`src/rtl/format_change_notifier.sv`:
```
// Tracks the video format code across vsync edges, commits it once stable, and
// announces each committed change as a 16-bit {format, ~format} serial frame.
module format_change_notifier #(
    parameter int STABLE_FRAMES = 4,
    parameter int VS_TIMEOUT    = 2500000,
    parameter int SCLK_HALF     = 25,
    parameter int GAP_CYCLES    = 100
) (
    input  logic       clk,
    input  logic       reset_x,
    input  logic       vsync_in,
    input  logic [7:0] format_in,
    output logic [7:0] current_format,
    output logic       busy,
    output logic       ser_cs_n,
    output logic       ser_clk,
    output logic       ser_data
);

    localparam int SW = $clog2(STABLE_FRAMES + 1);
    localparam int TW = $clog2(VS_TIMEOUT + 1);
    localparam int HW = $clog2(SCLK_HALF + 1);
    localparam int GW = $clog2(GAP_CYCLES + 1);

    localparam logic [SW-1:0] STABLE_MAX = SW'(STABLE_FRAMES);
    localparam logic [TW-1:0] TMO_MAX    = TW'(VS_TIMEOUT);
    localparam logic [HW-1:0] HALF_LAST  = HW'(SCLK_HALF - 1);
    localparam logic [GW-1:0] GAP_LAST   = GW'(GAP_CYCLES - 1);
    localparam logic [3:0]    LAST_BIT   = 4'd15;

    typedef enum logic [1:0] {IDLE, SHIFT, GAP} tx_state_t;

    // [0],[1] synchronise vsync_in, [2] holds the previous synchronised value
    logic [2:0]    vs_sync_reg;
    logic          vs_fall;

    logic [7:0]    candidate_reg;
    logic [SW-1:0] stable_cnt_reg;
    logic [TW-1:0] tmo_cnt_reg;
    logic [7:0]    current_format_reg;
    logic          pending_reg;
    logic          commit;
    logic          launch;

    tx_state_t     state_reg, state_next;
    logic [15:0]   tx_word_reg, tx_word_next;
    logic [HW-1:0] half_cnt_reg, half_cnt_next;
    logic [3:0]    bit_cnt_reg, bit_cnt_next;
    logic [GW-1:0] gap_cnt_reg, gap_cnt_next;
    logic          cs_n_reg, cs_n_next;
    logic          sclk_reg, sclk_next;
    logic          data_reg, data_next;
    logic          half_done;
    logic          last_fall;
    logic          gap_done;

    always_ff @(posedge clk or negedge reset_x) begin
        if (!reset_x) begin
            vs_sync_reg <= '1;
        end else begin
            vs_sync_reg <= {vs_sync_reg[1:0], vsync_in};
        end
    end

    assign vs_fall = vs_sync_reg[2] & ~vs_sync_reg[1];
    assign commit  = (stable_cnt_reg == STABLE_MAX) && (candidate_reg != current_format_reg);
    assign launch  = (state_reg == IDLE) && pending_reg;

    // A vsync edge always wins over the timeout; a saturated timeout keeps forcing 0x00.
    always_ff @(posedge clk or negedge reset_x) begin
        if (!reset_x) begin
            candidate_reg      <= '0;
            stable_cnt_reg     <= '0;
            tmo_cnt_reg        <= '0;
            current_format_reg <= '0;
            pending_reg        <= 1'b0;
        end else begin
            if (vs_fall) begin
                tmo_cnt_reg <= '0;
                if (format_in == candidate_reg) begin
                    if (stable_cnt_reg != STABLE_MAX) begin
                        stable_cnt_reg <= stable_cnt_reg + 1'b1;
                    end
                end else begin
                    candidate_reg  <= format_in;
                    stable_cnt_reg <= SW'(1);
                end
            end else if (tmo_cnt_reg != TMO_MAX) begin
                tmo_cnt_reg <= tmo_cnt_reg + 1'b1;
            end else begin
                candidate_reg  <= '0;
                stable_cnt_reg <= STABLE_MAX;
            end

            if (commit) begin
                current_format_reg <= candidate_reg;
            end

            // A commit landing on the launch cycle still needs its own frame.
            if (commit) begin
                pending_reg <= 1'b1;
            end else if (launch) begin
                pending_reg <= 1'b0;
            end
        end
    end

    always_ff @(posedge clk or negedge reset_x) begin
        if (!reset_x) begin
            state_reg    <= IDLE;
            tx_word_reg  <= '0;
            half_cnt_reg <= '0;
            bit_cnt_reg  <= '0;
            gap_cnt_reg  <= '0;
            cs_n_reg     <= 1'b1;
            sclk_reg     <= 1'b0;
            data_reg     <= 1'b0;
        end else begin
            state_reg    <= state_next;
            tx_word_reg  <= tx_word_next;
            half_cnt_reg <= half_cnt_next;
            bit_cnt_reg  <= bit_cnt_next;
            gap_cnt_reg  <= gap_cnt_next;
            cs_n_reg     <= cs_n_next;
            sclk_reg     <= sclk_next;
            data_reg     <= data_next;
        end
    end

    assign half_done = (half_cnt_reg == HALF_LAST);
    assign last_fall = half_done && sclk_reg && (bit_cnt_reg == LAST_BIT);
    assign gap_done  = (gap_cnt_reg == GAP_LAST);

    always_comb begin
        state_next = state_reg;
        case (state_reg)
            IDLE:    if (pending_reg) state_next = SHIFT;
            SHIFT:   if (last_fall)   state_next = GAP;
            GAP:     if (gap_done)    state_next = IDLE;
            default: state_next = IDLE;
        endcase
    end

    always_comb begin
        tx_word_next  = tx_word_reg;
        half_cnt_next = half_cnt_reg;
        bit_cnt_next  = bit_cnt_reg;
        gap_cnt_next  = gap_cnt_reg;
        cs_n_next     = cs_n_reg;
        sclk_next     = sclk_reg;
        data_next     = data_reg;
        case (state_reg)
            IDLE: begin
                if (pending_reg) begin
                    tx_word_next  = {current_format_reg, ~current_format_reg};
                    data_next     = current_format_reg[7];
                    cs_n_next     = 1'b0;
                    sclk_next     = 1'b0;
                    half_cnt_next = '0;
                    bit_cnt_next  = '0;
                end
            end
            SHIFT: begin
                if (half_done) begin
                    half_cnt_next = '0;
                    sclk_next     = ~sclk_reg;
                    // Data only moves on the falling toggle; the word rotates so bit 14 is next.
                    if (sclk_reg) begin
                        if (bit_cnt_reg == LAST_BIT) begin
                            cs_n_next    = 1'b1;
                            data_next    = 1'b0;
                            gap_cnt_next = '0;
                        end else begin
                            bit_cnt_next = bit_cnt_reg + 1'b1;
                            tx_word_next = {tx_word_reg[14:0], tx_word_reg[15]};
                            data_next    = tx_word_reg[14];
                        end
                    end
                end else begin
                    half_cnt_next = half_cnt_reg + 1'b1;
                end
            end
            GAP: begin
                if (!gap_done) begin
                    gap_cnt_next = gap_cnt_reg + 1'b1;
                end
            end
            default: begin
                cs_n_next = 1'b1;
                sclk_next = 1'b0;
                data_next = 1'b0;
            end
        endcase
    end

    assign current_format = current_format_reg;
    assign busy           = pending_reg | (state_reg != IDLE);
    assign ser_cs_n       = cs_n_reg;
    assign ser_clk        = sclk_reg;
    assign ser_data       = data_reg;

endmodule

```
`config.mk`:
```
export PLATFORM = sky130hd
export DESIGN_NAME = format_change_notifier
export DESIGN_NICKNAME = d
export VERILOG_FILES = /design/src/rtl/format_change_notifier.sv
export SDC_FILE = /design/constraint.sdc
export NUM_CORES = 1
export LEC_CHECK = 0
export ABC_AREA = 1
export CAP_MARGIN = 20
export CORE_ASPECT_RATIO = 0.9
export CORE_UTILIZATION = 35
export CTS_CLUSTER_SIZE = 40
export DETAILED_ROUTE_END_ITERATION = 10
export HOLD_SLACK_MARGIN = 0.08
export PLACE_DENSITY = 0.54
export SLEW_MARGIN = 20
export SYNTH_ARGS = -nofsm -noshare
export SYNTH_HDL_FRONTEND = slang
export SYNTH_SLANG_ARGS = --single-unit
```
`constraint.sdc`:
```
create_clock -name clk -period 2 [get_ports clk]
set_input_delay 0.4 -clock clk [delete_from_list [all_inputs] [get_ports clk]]
set_output_delay 0.4 -clock clk [all_outputs]
set_load 0.05 [all_outputs]
```
# --- Word level (Yosys, flattened, before mapping) ---
# Cells that the tools add are included.
classes:
  add_sub_neg: 5
  eq_ne: 21
  muxes: 45
  bitwise: 6
  n_reduce_logical: 19
op_table:
  columns: ["operator", "n"]
  rows:
  - ["$mux W16", 4]
  - ["$mux W22", 2]
  - ["$pmux W16 S2", 1]
  - ["$mux W7", 4]
  - ["$mux W8", 3]
  - ["$add A22 B1 Y22 const B", 1]
  - ["$ne A22 B22 Y1 const B", 1]
  - ["$ne A2 B2 Y1 const B", 10]
  - ["$mux W4", 4]
  - ["$reduce_and A5 Y1", 3]
  - ["$pmux W7 S2", 1]
  - ["$mux W3", 4]
  - ["$mux W1", 11]
  - ["$mux W5", 2]
  - ["$pmux W5 S2", 1]
  - ["$reduce_bool A2 Y1", 5]
  - ["$pmux W1 S3", 3]
  - ["$eq A8 B8 Y1", 1]
  - ["$ne A8 B8 Y1", 1]
  - ["$not A8 Y8", 1]
  - ["$pmux W4 S2", 1]
  - ["$add A7 B1 Y7 const B", 1]
  - ["$eq A7 B7 Y1 const B", 1]
  - ["$mux W2", 3]
  - ["19 further kinds", 27]
totals:
  reg_bits: 82
  inputBits: 11
  output_inout_bits: 12
  wordCells: 110

# --- Longest topological paths before layout ---
# Gate-level depths: netlist (run 1).
depth:
  ltp_word: 5
  ltp_mapped: 11
  mapped_depth_nobuf: 11

# --- Worst setup path before layout (run 1) ---
# No wires, ideal clock.
synth_timing:
  path_type: "register to register"
  start: "register current_format_reg[3] (netlist: current_format[3])"
  end: "register current_format_reg[6] (netlist: current_format[6])"
  setup_time_ns: 0.123
  arrival_time_ns: 1.398
  t_required_ns: 1.877
  path_slack_ns: 0.479
  stages_incl_launch_ff: 9
  n_path_buf: 1
  synth_period_minus_slack_ns: 1.521
  path_cell_list: "dfrtp_1 > or2_0 > nand3_1 > nor2_1 > nand2_1 > nand2_2 > buf_6 > nand2_1 > o21ai_1"
synth_via:
  elab_chain_cells: 2
synth_rtl:
  columns: ["item", "line_no", "source"]
  rows:
  - ["start, declared", "40", "logic [7:0] current_format_reg;"]
  - ["start signal, assigned", "96", "current_format_reg <= candidate_reg;"]
  - ["$ne A8 B8 Y1", "66", "assign commit = (stable_cnt_reg == STABLE_MAX) && (candidate_reg != current_format_reg);"]
  - ["$logic_and A1 B1 Y1", "66", null]
# Every way passes these cells.
# A chain may end at the register's enable or synchronous reset.

# --- Worst setup path in the final report (run 1) ---
layout_timing:
  start: "register data_reg (netlist: ser_data)"
  end: "output port ser_data"
layout_rtl:
  columns: ["item", "line_no", "source"]
  rows:
  - ["start, declared", "52", "logic data_reg, data_next;"]
  - ["start signal, assigned", "126", "data_reg <= data_next;"]
  - ["end, declared", "17", "output logic ser_data"]
# No word-level cell between the ends.

==> impl_table.tex, run 1 <==
\begin{tabular}{lr}
\hline
Metric & Value \\
\hline
\multicolumn{2}{l}{\textbf{Critical path}} \\
\quad FF-to-FF setup slack & 0.30 ns \\
\quad Arrival time of data at the critical path endpoint & 1.51 ns \\
\quad CP delay by family, top & buffers and inverters \\
\quad Startpoint type of the worst setup path & register \\
\quad WP buf/inv & 1 \\
\quad Critical path's slowest cell & sky130\_fd\_sc\_hd\_\_clkdlybuf4s50\_1 \\
\quad WP data required & 1.60 ns \\
\quad Delay of the slowest cell on the worst path & 0.81 ns \\
\quad Crit Path Max Fanout & 2 \\
\quad Cell-by-cell listing of the critical path & clkdlybuf4s50\_1 \\
\quad Critical Path Sink Type & output port \\
\quad Worst setup path class & register to output port \\
\multicolumn{2}{l}{\textbf{Global routing}} \\
\quad Initial antenna violation count & 0 \\
\quad Largest net degree at the start of global routing & 37 \\
\quad First-pass GRT wire length & 16700 um \\
\quad Global-route congestion overflow total & 0 \\
\quad Via count of the first global-routing pass & 3456 \\
\quad GRT Total Usage & 16.4\% \\
\multicolumn{2}{l}{\textbf{Synth}} \\
\quad Adder and majority cell fraction of the synthesized area & 2.26\% \\
\quad Synthesized netlist net count & 569 \\
\quad Count of yosys warnings during synthesis & 0 \\
\quad Sequential share of the synthesized area & 46.4\% \\
\quad Number of enable-type register cells in the synthesized netlist & 0 \\
\quad Xor and xnor area share after synthesis & 3.36\% \\
\quad Yosys top cell by area & sky130\_fd\_sc\_hd\_\_dfrtp\_1 \\
\quad Largest family of logic cells by synthesized area & simple AND/OR/NAND/NOR gates \\
\quad Top-area cell type share of the netlist area & 44.0\% \\
\quad Post-synthesis mux area share & 0\% \\
\quad Number of synthesized register bits & 82 \\
\quad Post-synthesis cell count & 550 \\
\quad Leading register cell type out of synthesis & sky130\_fd\_sc\_hd\_\_dfrtp\_1 \\
\quad Number of different library cells in the post-synthesis netlist & 38 \\
\quad Synthesized-area fraction occupied by ao, oa, aoi and oai cells & 10.5\% \\
\quad Fraction of registers with async set or reset after synthesis & 100\% \\
\quad Netlist area before placement & 4440 um\^{}2 \\
\quad Synthesized area per cell & 8.07 um\^{}2 \\
\quad Top cells by area in the synthesized netlist & sky130\_fd\_sc\_hd\_\_dfrtp\_1, sky130\_fd\_sc\_hd\_\_nand2\_1, sky130\_fd\_sc\_hd\_\_inv\_1 \\
\quad Basic-gate share of the synthesized area counting and, or, nand and nor cells & 29.6\% \\
\multicolumn{2}{l}{\textbf{Clock network}} \\
\quad Clock-pin slew of the registers on the worst-case setup and hold paths & 0.06 ns \\
\quad Maximum clock insertion buffer count & 2 \\
\quad Clock network latency to the later pin of the worst-skew pair & 0.34 ns \\
\quad Number of clock buffers inserted by TritonCTS & 9 \\
\quad CTS tree & done \\
\quad CTS Root Cell & sky130\_fd\_sc\_hd\_\_clkbuf\_16 \\
\quad Htree depth & 3 \\
\quad Post-CTS repair timing setup buffer count & 0 \\
\quad Clock sink total & 82 \\
\multicolumn{2}{l}{\textbf{Job}} \\
\quad Maxcap violations & 0 \\
\multicolumn{2}{l}{\textbf{Routing}} \\
\quad Total via count in the routed design & 3515 \\
\quad Via/cell ratio & 4.70 \\
\quad Count of antenna-violating nets left after detailed routing & 0 \\
\quad Post-detailed-route wirelength per cell & 12.5 um \\
\quad DRC viols & 0 \\
\quad Total detailed-routing wirelength & 9330 um \\
\quad 1st-pass router iterations & 5 \\
\quad Number of design-rule violations left by the first detailed-router iteration & 203 \\
\multicolumn{2}{l}{\textbf{Power}} \\
\quad Pwr Density & 1070 nW/um\^{}2 \\
\quad P\_leak & 2.39 nW \\
\quad Worst VDD drop & 0.490 mV \\
\multicolumn{2}{l}{\textbf{Timing}} \\
\quad Slew Viols, Final & 0 \\
\quad RSZ-0062 raised after global routing & false \\
\quad Tightest Pin Transition & 0.505 ns \\
\quad Maximum clock frequency & 0.523 GHz \\
\quad Final setup violating endpoints & 0 \\
\quad Final-layout setup total negative slack & 0 ns \\
\quad Crit path time final & 1.91 ns \\
\quad Final clock period utilization by the worst path & 95.6\% \\
\quad Final worst slack & 0.0884 ns \\
\quad Slew Limit Headroom & 66.3\% \\
\quad Final setup skew & 0.00854 ns \\
\quad Count of final hold-check violations & 0 \\
\multicolumn{2}{l}{\textbf{Place}} \\
\quad Placement Setup Slack & 0.164 ns \\
\quad Placed wire-length estimate & 7010 um \\
\quad Post-Place Cell Area & 4850 um\^{}2 \\
\quad GPL Wtd Cong & 0.800 \\
\quad Number of placed instances, taps included & 731 \\
\quad Number of buffers added on ports & 22 \\
\multicolumn{2}{l}{\textbf{Floorplan}} \\
\quad Die extent in x & 121 um \\
\quad Die H & 109 um \\
\quad Cell Rows & 38 \\
\quad Area of the placeable core & 12200 um\^{}2 \\
\quad Initial cell density of the core & 36.3\% \\
\quad Die area & 13100 um\^{}2 \\
\quad Number of placed I/O pins & 23 \\
\multicolumn{2}{l}{\textbf{Worst hold path}} \\
\quad Path type of the worst min-delay path & register to register \\
\multicolumn{2}{l}{\textbf{Final layout}} \\
\quad Final cell utilization of the core & 42.5\% \\
\quad Final std cells w/o fill & 748 \\
\quad Post-layout instance area & 5200 um\^{}2 \\
\quad Number of nets in the layout & 602 \\
\quad Filler Cell Count & 1219 \\
\quad Fraction of layout instances using a drive strength above 1 & 15.3\% \\
\quad Number of diodes & 0 \\
\quad Top library cells by usage in the layout, fill and taps aside & sky130\_fd\_sc\_hd\_\_nand2\_1, sky130\_fd\_sc\_hd\_\_dfrtp\_1, sky130\_fd\_sc\_hd\_\_inv\_1, sky130\_fd\_sc\_hd\_\_nor2\_1, sky130\_fd\_sc\_hd\_\_o21ai\_0 \\
\quad Most common cell after layout, fill and taps aside & sky130\_fd\_sc\_hd\_\_nand2\_1 \\
\quad Area grow syn2layout & 17.1\% \\
\quad Number of flip-flops under the largest register name & 22 \\
\multicolumn{2}{l}{\textbf{Status}} \\
\quad Outcome & finished, final reports clean \\
\hline
\end{tabular}
[where the power goes]
group | internal, mW | switching, mW | total, mW
clock network | 1.20 | 0.651 | 1.85
logic | 0.535 | 0.857 | 1.39
registers | 2.01 | 0.328 | 2.33
[synthesized netlist by cell type (6+ instances only)]
master / instances
sky130_fd_sc_hd__nand2_1: 140
sky130_fd_sc_hd__dfrtp_1: 78
sky130_fd_sc_hd__inv_1: 64
sky130_fd_sc_hd__nor2_1: 46
sky130_fd_sc_hd__o21ai_0: 39
sky130_fd_sc_hd__nand3_1: 37
sky130_fd_sc_hd__o21ai_1: 15
sky130_fd_sc_hd__a21oi_1: 14
sky130_fd_sc_hd__nor2_2: 12
sky130_fd_sc_hd__xnor2_1: 11
sky130_fd_sc_hd__nand2_2: 10
sky130_fd_sc_hd__nor3_1: 9
sky130_fd_sc_hd__ha_1: 8
sky130_fd_sc_hd__inv_2: 8
sky130_fd_sc_hd__xor2_1: 6
[cell type report]
| cell class | count | area, um^2 | area share (%) |
|---|---|---|---|
| well taps | 160 | 200 | 3.85 |
| repair buffers | 32 | 300 | 5.78 |
| multi-input cells | 385 | 2020 | 39.0 |
| clock inverters | 3 | 68.8 | 1.32 |
| inverters | 73 | 277 | 5.32 |
| flip-flops and latches | 82 | 2060 | 39.6 |
| clock buffers | 13 | 270 | 5.20 |
[what timing repair did]
item                       in CTS  in global routing
setup endpoints to repair       0                  1
gates resized for setup         0                  1
hold buffers                    1                  0
hold endpoints to repair       29                  0
[path summary, 6_finish.rpt]
check | to | cells after the start | from
max | ser_data | 1 | ser_data
min | vs_sync_reg[1] | 0 | vs_sync_reg[0]
max reg2reg | tx_word_reg[9] | 9 | half_cnt_reg[0]
min reg2reg | vs_sync_reg[1] | 0 | vs_sync_reg[0]
max in group asynchronous | ser_cs_n | 3 | reset_x
min in group asynchronous | tmo_cnt_reg[12] | 2 | reset_x
[cells by family (layout without fill, tap and decap cells)]
family,Yosys count,count (layout)
buf+inv,83,121
flops,82,82
compound gates,82,82
fa+ha+maj,8,8
xor+xnor,17,17
simple gates,278,278
[metrics by stage]
step | total power [mW] | hold WS, ns
finish | 5.58 | 0.356
global route | 5.92 | 0.358
CTS | 5.66 | 0.357
detailed placement | 3.77 | 0.349
global placement | 3.73 | 0.348
floorplan | 3.32 | 0.104
[routing by layer]
metal	GRT usage (%)	share of wire [%]	vias to the layer above
li1	-	-	1824
met1	22.8	52	1647
met2	24.7	43	31
met3	3.82	3.0	13
met4	6.26	1.8	0
met5	0	0	-
Note: power is estimated with default switching activity, not from simulation.
==> run 2, diff against run 1 <==
--- a/config.mk
+++ b/config.mk
@@ -5,14 +5,14 @@
 export SDC_FILE = /design/constraint.sdc
 export NUM_CORES = 1
 export LEC_CHECK = 0
-export ABC_AREA = 1
+export ABC_AREA = 0
 export CAP_MARGIN = 20
 export CORE_ASPECT_RATIO = 0.9
 export CORE_UTILIZATION = 35
 export CTS_CLUSTER_SIZE = 40
 export DETAILED_ROUTE_END_ITERATION = 10
 export HOLD_SLACK_MARGIN = 0.08
-export PLACE_DENSITY = 0.54
+export RECOVER_POWER = 25
 export SLEW_MARGIN = 20
 export SYNTH_ARGS = -nofsm -noshare
 export SYNTH_HDL_FRONTEND = slang
==> impl_table.tex, run 2 <==
\begin{tabular}{lr}
\hline
Metric & Value \\
\hline
\multicolumn{2}{l}{\textbf{Synth}} \\
\quad Leading register cell type out of synthesis & sky130\_fd\_sc\_hd\_\_dfrtp\_1 \\
\quad Netlist area before placement & 4270 um\^{}2 \\
\quad Synthesized area per cell & 10.0 um\^{}2 \\
\quad Post-synthesis cell count & 426 \\
\quad Top-area cell type share of the netlist area & 45.7\% \\
\quad Fraction of registers with async set or reset after synthesis & 100\% \\
\quad Number of synthesized register bits & 82 \\
\quad Number of enable-type register cells in the synthesized netlist & 0 \\
\quad Sequential share of the synthesized area & 48.2\% \\
\quad Synthesized netlist net count & 445 \\
\quad Top cells by area in the synthesized netlist & sky130\_fd\_sc\_hd\_\_dfrtp\_1, sky130\_fd\_sc\_hd\_\_mux2\_1, sky130\_fd\_sc\_hd\_\_nand2\_1 \\
\quad Commonest cells in the synthesized netlist & sky130\_fd\_sc\_hd\_\_dfrtp\_1, sky130\_fd\_sc\_hd\_\_nand2\_1, sky130\_fd\_sc\_hd\_\_a21oi\_1 \\
\quad Yosys top cell by area & sky130\_fd\_sc\_hd\_\_dfrtp\_1 \\
\quad Count of yosys warnings during synthesis & 0 \\
\quad Number of different library cells in the post-synthesis netlist & 62 \\
\quad Most frequent cell after synthesis & sky130\_fd\_sc\_hd\_\_dfrtp\_1 \\
\multicolumn{2}{l}{\textbf{Place}} \\
\quad GPL Wtd Cong & 0.811 \\
\quad Placement Setup Slack & 0.0215 ns \\
\quad Number of placed instances, taps included & 607 \\
\quad Placed wire-length estimate & 6360 um \\
\quad Number of buffers added on ports & 22 \\
\quad Post-Place Cell Area & 4750 um\^{}2 \\
\multicolumn{2}{l}{\textbf{Timing}} \\
\quad Tightest Pin Transition & 0.825 ns \\
\quad Slew Viols, Final & 0 \\
\quad Final setup skew & 0.00479 ns \\
\quad Final setup violating endpoints & 0 \\
\quad Final worst slack & 0.0875 ns \\
\quad Count of final hold-check violations & 0 \\
\quad Crit path time final & 1.91 ns \\
\quad Slew Limit Headroom & 45.0\% \\
\quad Maximum clock frequency & 0.523 GHz \\
\quad RSZ-0062 raised after global routing & false \\
\quad Final-layout setup total negative slack & 0 ns \\
\quad Worst slack on hold paths & 0.365 ns \\
\quad Final clock period utilization by the worst path & 95.6\% \\
\multicolumn{2}{l}{\textbf{Critical path}} \\
\quad Startpoint type of the worst setup path & register \\
\quad FF-to-FF path depth & 4 \\
\quad Delay of the slowest cell on the worst path & 0.81 ns \\
\quad Arrival time of data at the critical path endpoint & 1.51 ns \\
\quad Cell-by-cell listing of the critical path & clkdlybuf4s50\_1 \\
\quad Reg-to-reg critical path endpoint & stable\_cnt\_reg[1] \\
\quad Critical path's slowest cell & sky130\_fd\_sc\_hd\_\_clkdlybuf4s50\_1 \\
\quad WP buf/inv & 1 \\
\quad RR Startpoint & tmo\_cnt\_reg[16] \\
\quad Critical Path Sink Type & output port \\
\quad CP delay by family, top & buffers and inverters \\
\quad FF-to-FF setup slack & 0.10 ns \\
\quad Worst setup path class & register to output port \\
\quad WP data required & 1.60 ns \\
\quad Crit Path Max Fanout & 3 \\
\multicolumn{2}{l}{\textbf{Routing}} \\
\quad Sum of routed wire segments on met1 & 4490 um \\
\quad DRC viols & 0 \\
\quad 1st-pass router iterations & 4 \\
\quad Total via count in the routed design & 3262 \\
\quad Number of design-rule violations left by the first detailed-router iteration & 226 \\
\quad Total met2 wirelength after detailed routing & 4130 um \\
\quad Via/cell ratio & 5.21 \\
\quad Wire length on met3 & 197 um \\
\quad Uppermost layer routed & met4 \\
\quad Post-detailed-route wirelength per cell & 14.3 um \\
\quad Total detailed-routing wirelength & 8950 um \\
\quad Count of antenna-violating nets left after detailed routing & 0 \\
\multicolumn{2}{l}{\textbf{Final layout}} \\
\quad Number of nets in the layout & 484 \\
\quad Area taken by flip-flops and latches & 2060 um\^{}2 \\
\quad Final std cells w/o fill & 626 \\
\quad Area used by multi-input combinational logic & 2050 um\^{}2 \\
\quad Most common cell after layout, fill and taps aside & sky130\_fd\_sc\_hd\_\_dfrtp\_1 \\
\quad Fraction of layout instances using a drive strength above 1 & 12.8\% \\
\quad Number of diodes & 0 \\
\quad Top library cells by usage in the layout, fill and taps aside & sky130\_fd\_sc\_hd\_\_dfrtp\_1, sky130\_fd\_sc\_hd\_\_nand2\_1, sky130\_fd\_sc\_hd\_\_buf\_4, sky130\_fd\_sc\_hd\_\_a21oi\_1, sky130\_fd\_sc\_hd\_\_nor2\_1 \\
\quad Filler Cell Count & 1125 \\
\quad Area grow syn2layout & 19.0\% \\
\quad Number of flip-flops under the largest register name & 22 \\
\quad Post-layout instance area & 5080 um\^{}2 \\
\quad Final cell utilization of the core & 43.6\% \\
\multicolumn{2}{l}{\textbf{Clock network}} \\
\quad Clock network latency to the later pin of the worst-skew pair & 0.33 ns \\
\quad CTS Root Cell & sky130\_fd\_sc\_hd\_\_clkbuf\_16 \\
\quad Htree depth & 3 \\
\quad Clock sink total & 82 \\
\quad Clock-pin slew of the registers on the worst-case setup and hold paths & 0.06 ns \\
\quad CTS tree & done \\
\quad Number of clock buffers inserted by TritonCTS & 9 \\
\quad Maximum clock insertion buffer count & 2 \\
\multicolumn{2}{l}{\textbf{Job}} \\
\quad Maxcap violations & 0 \\
\multicolumn{2}{l}{\textbf{Floorplan}} \\
\quad Initial cell density of the core & 36.6\% \\
\quad Number of placed I/O pins & 23 \\
\quad Die H & 107 um \\
\quad Die extent in x & 118 um \\
\quad Cell Rows & 37 \\
\quad Area of the placeable core & 11700 um\^{}2 \\
\quad Die area & 12600 um\^{}2 \\
\multicolumn{2}{l}{\textbf{Power}} \\
\quad Total chip power & 4.90 mW \\
\quad P\_leak & 2.25 nW \\
\quad Worst VDD drop & 0.491 mV \\
\quad Pwr Density & 965 nW/um\^{}2 \\
\multicolumn{2}{l}{\textbf{Global routing}} \\
\quad Largest net degree at the start of global routing & 38 \\
\quad First-pass GRT wire length & 15600 um \\
\quad Initial antenna violation count & 0 \\
\quad Global-route congestion overflow total & 0 \\
\quad Via count of the first global-routing pass & 3268 \\
\quad GRT Total Usage & 15.7\% \\
\multicolumn{2}{l}{\textbf{Worst hold path}} \\
\quad Path type of the worst min-delay path & register to register \\
\quad Launch point of the worst hold path & vs\_sync\_reg[0] \\
\quad Hold EP & vs\_sync\_reg[1] \\
\quad Min-Delay Path Depth & 0 \\
\multicolumn{2}{l}{\textbf{Status}} \\
\quad Outcome & finished, final reports clean \\
\hline
\end{tabular}
run 2: cell count changes in the layout (fill, tap and decap cells not counted), sizes merged, moves of 11 or more:
cell,previous run,this run
nand2,152,36
inv,74,18
nor2,64,23
nand3,40,17
o21ai,54,31
mux2,0,17
buf,19,31
a21oi,15,26
o31ai,0,11
run 2: cells by family (layout without fill, tap and decap cells):
| logic type | after synthesis | after routing | synth area share, % |
|---|---|---|---|
| muxes | 26 | 26 | 6.59 |
| and+or+nand+nor | 145 | 145 | 18.6 |
| DFF | 82 | 82 | 48.2 |
| buffers and inverters | 36 | 80 | 3.72 |
| xor gates and xnor gates | 27 | 27 | 5.54 |
| AOI/OAI and AO/OA | 102 | 102 | 15.0 |
| adders and majority gates | 8 | 8 | 2.34 |
run 2: metal layers:
layer | up-vias | global-route usage (%)
li1 | 1621 | -
met1 | 1598 | 20.8
met2 | 32 | 24.7
met3 | 11 | 4.26
met4 | 0 | 5.15
met5 | - | 0
run 2: worst max-delay path by stage:
stage	slack, ns	to	start	cells after the start
after floorplan	0.01	tx_word_reg[1]	ser_clk	5
after global placement	0.07	stable_cnt_reg[1]	tmo_cnt_reg[16]	4
after detailed placement	0.02	stable_cnt_reg[1]	tmo_cnt_reg[16]	4
after CTS	0.004	current_format[2]	current_format[2]	1
after global routing	0.006	stable_cnt_reg[1]	tmo_cnt_reg[16]	4
final	0.09	ser_data	ser_data	1
run 2: worst register-to-register path: cells and delay by family, from the launching register on:
kind,cells,cell delay [ns]
flip-flops,1,0.39
AO/OA/AOI/OAI,2,0.33
AND/OR/NAND/NOR,2,1.06
run 2: what timing repair did:
| action | CTS | global route |
|---|---|---|
| hold buffers | 1 | 0 |
| resized for setup | 2 | 1 |
| cloned | 0 | 0 |
| setup endpoints to repair | 2 | 12 |
| hold endpoints to repair | 29 | 0 |
| buffers inserted | 0 | 2 |
| pin swaps | 0 | 2 |
run 2: layout make-up:
type                            count  share of cell area, %
Multi-Input combinational cell    308                   40.4
Inverter                           18                   1.33
Tap cell                          156                   3.84
Timing Repair Buffer               46                   7.93
Clock inverter                      5                   1.03
Sequential cell                    82                   40.5
Clock buffer                       11                   4.97
run 2: power breakdown:
group          internal [mW]  switching, mW
combinational          0.454          0.506
sequential              1.98          0.291
clock                   1.03          0.644
total                   3.46           1.44
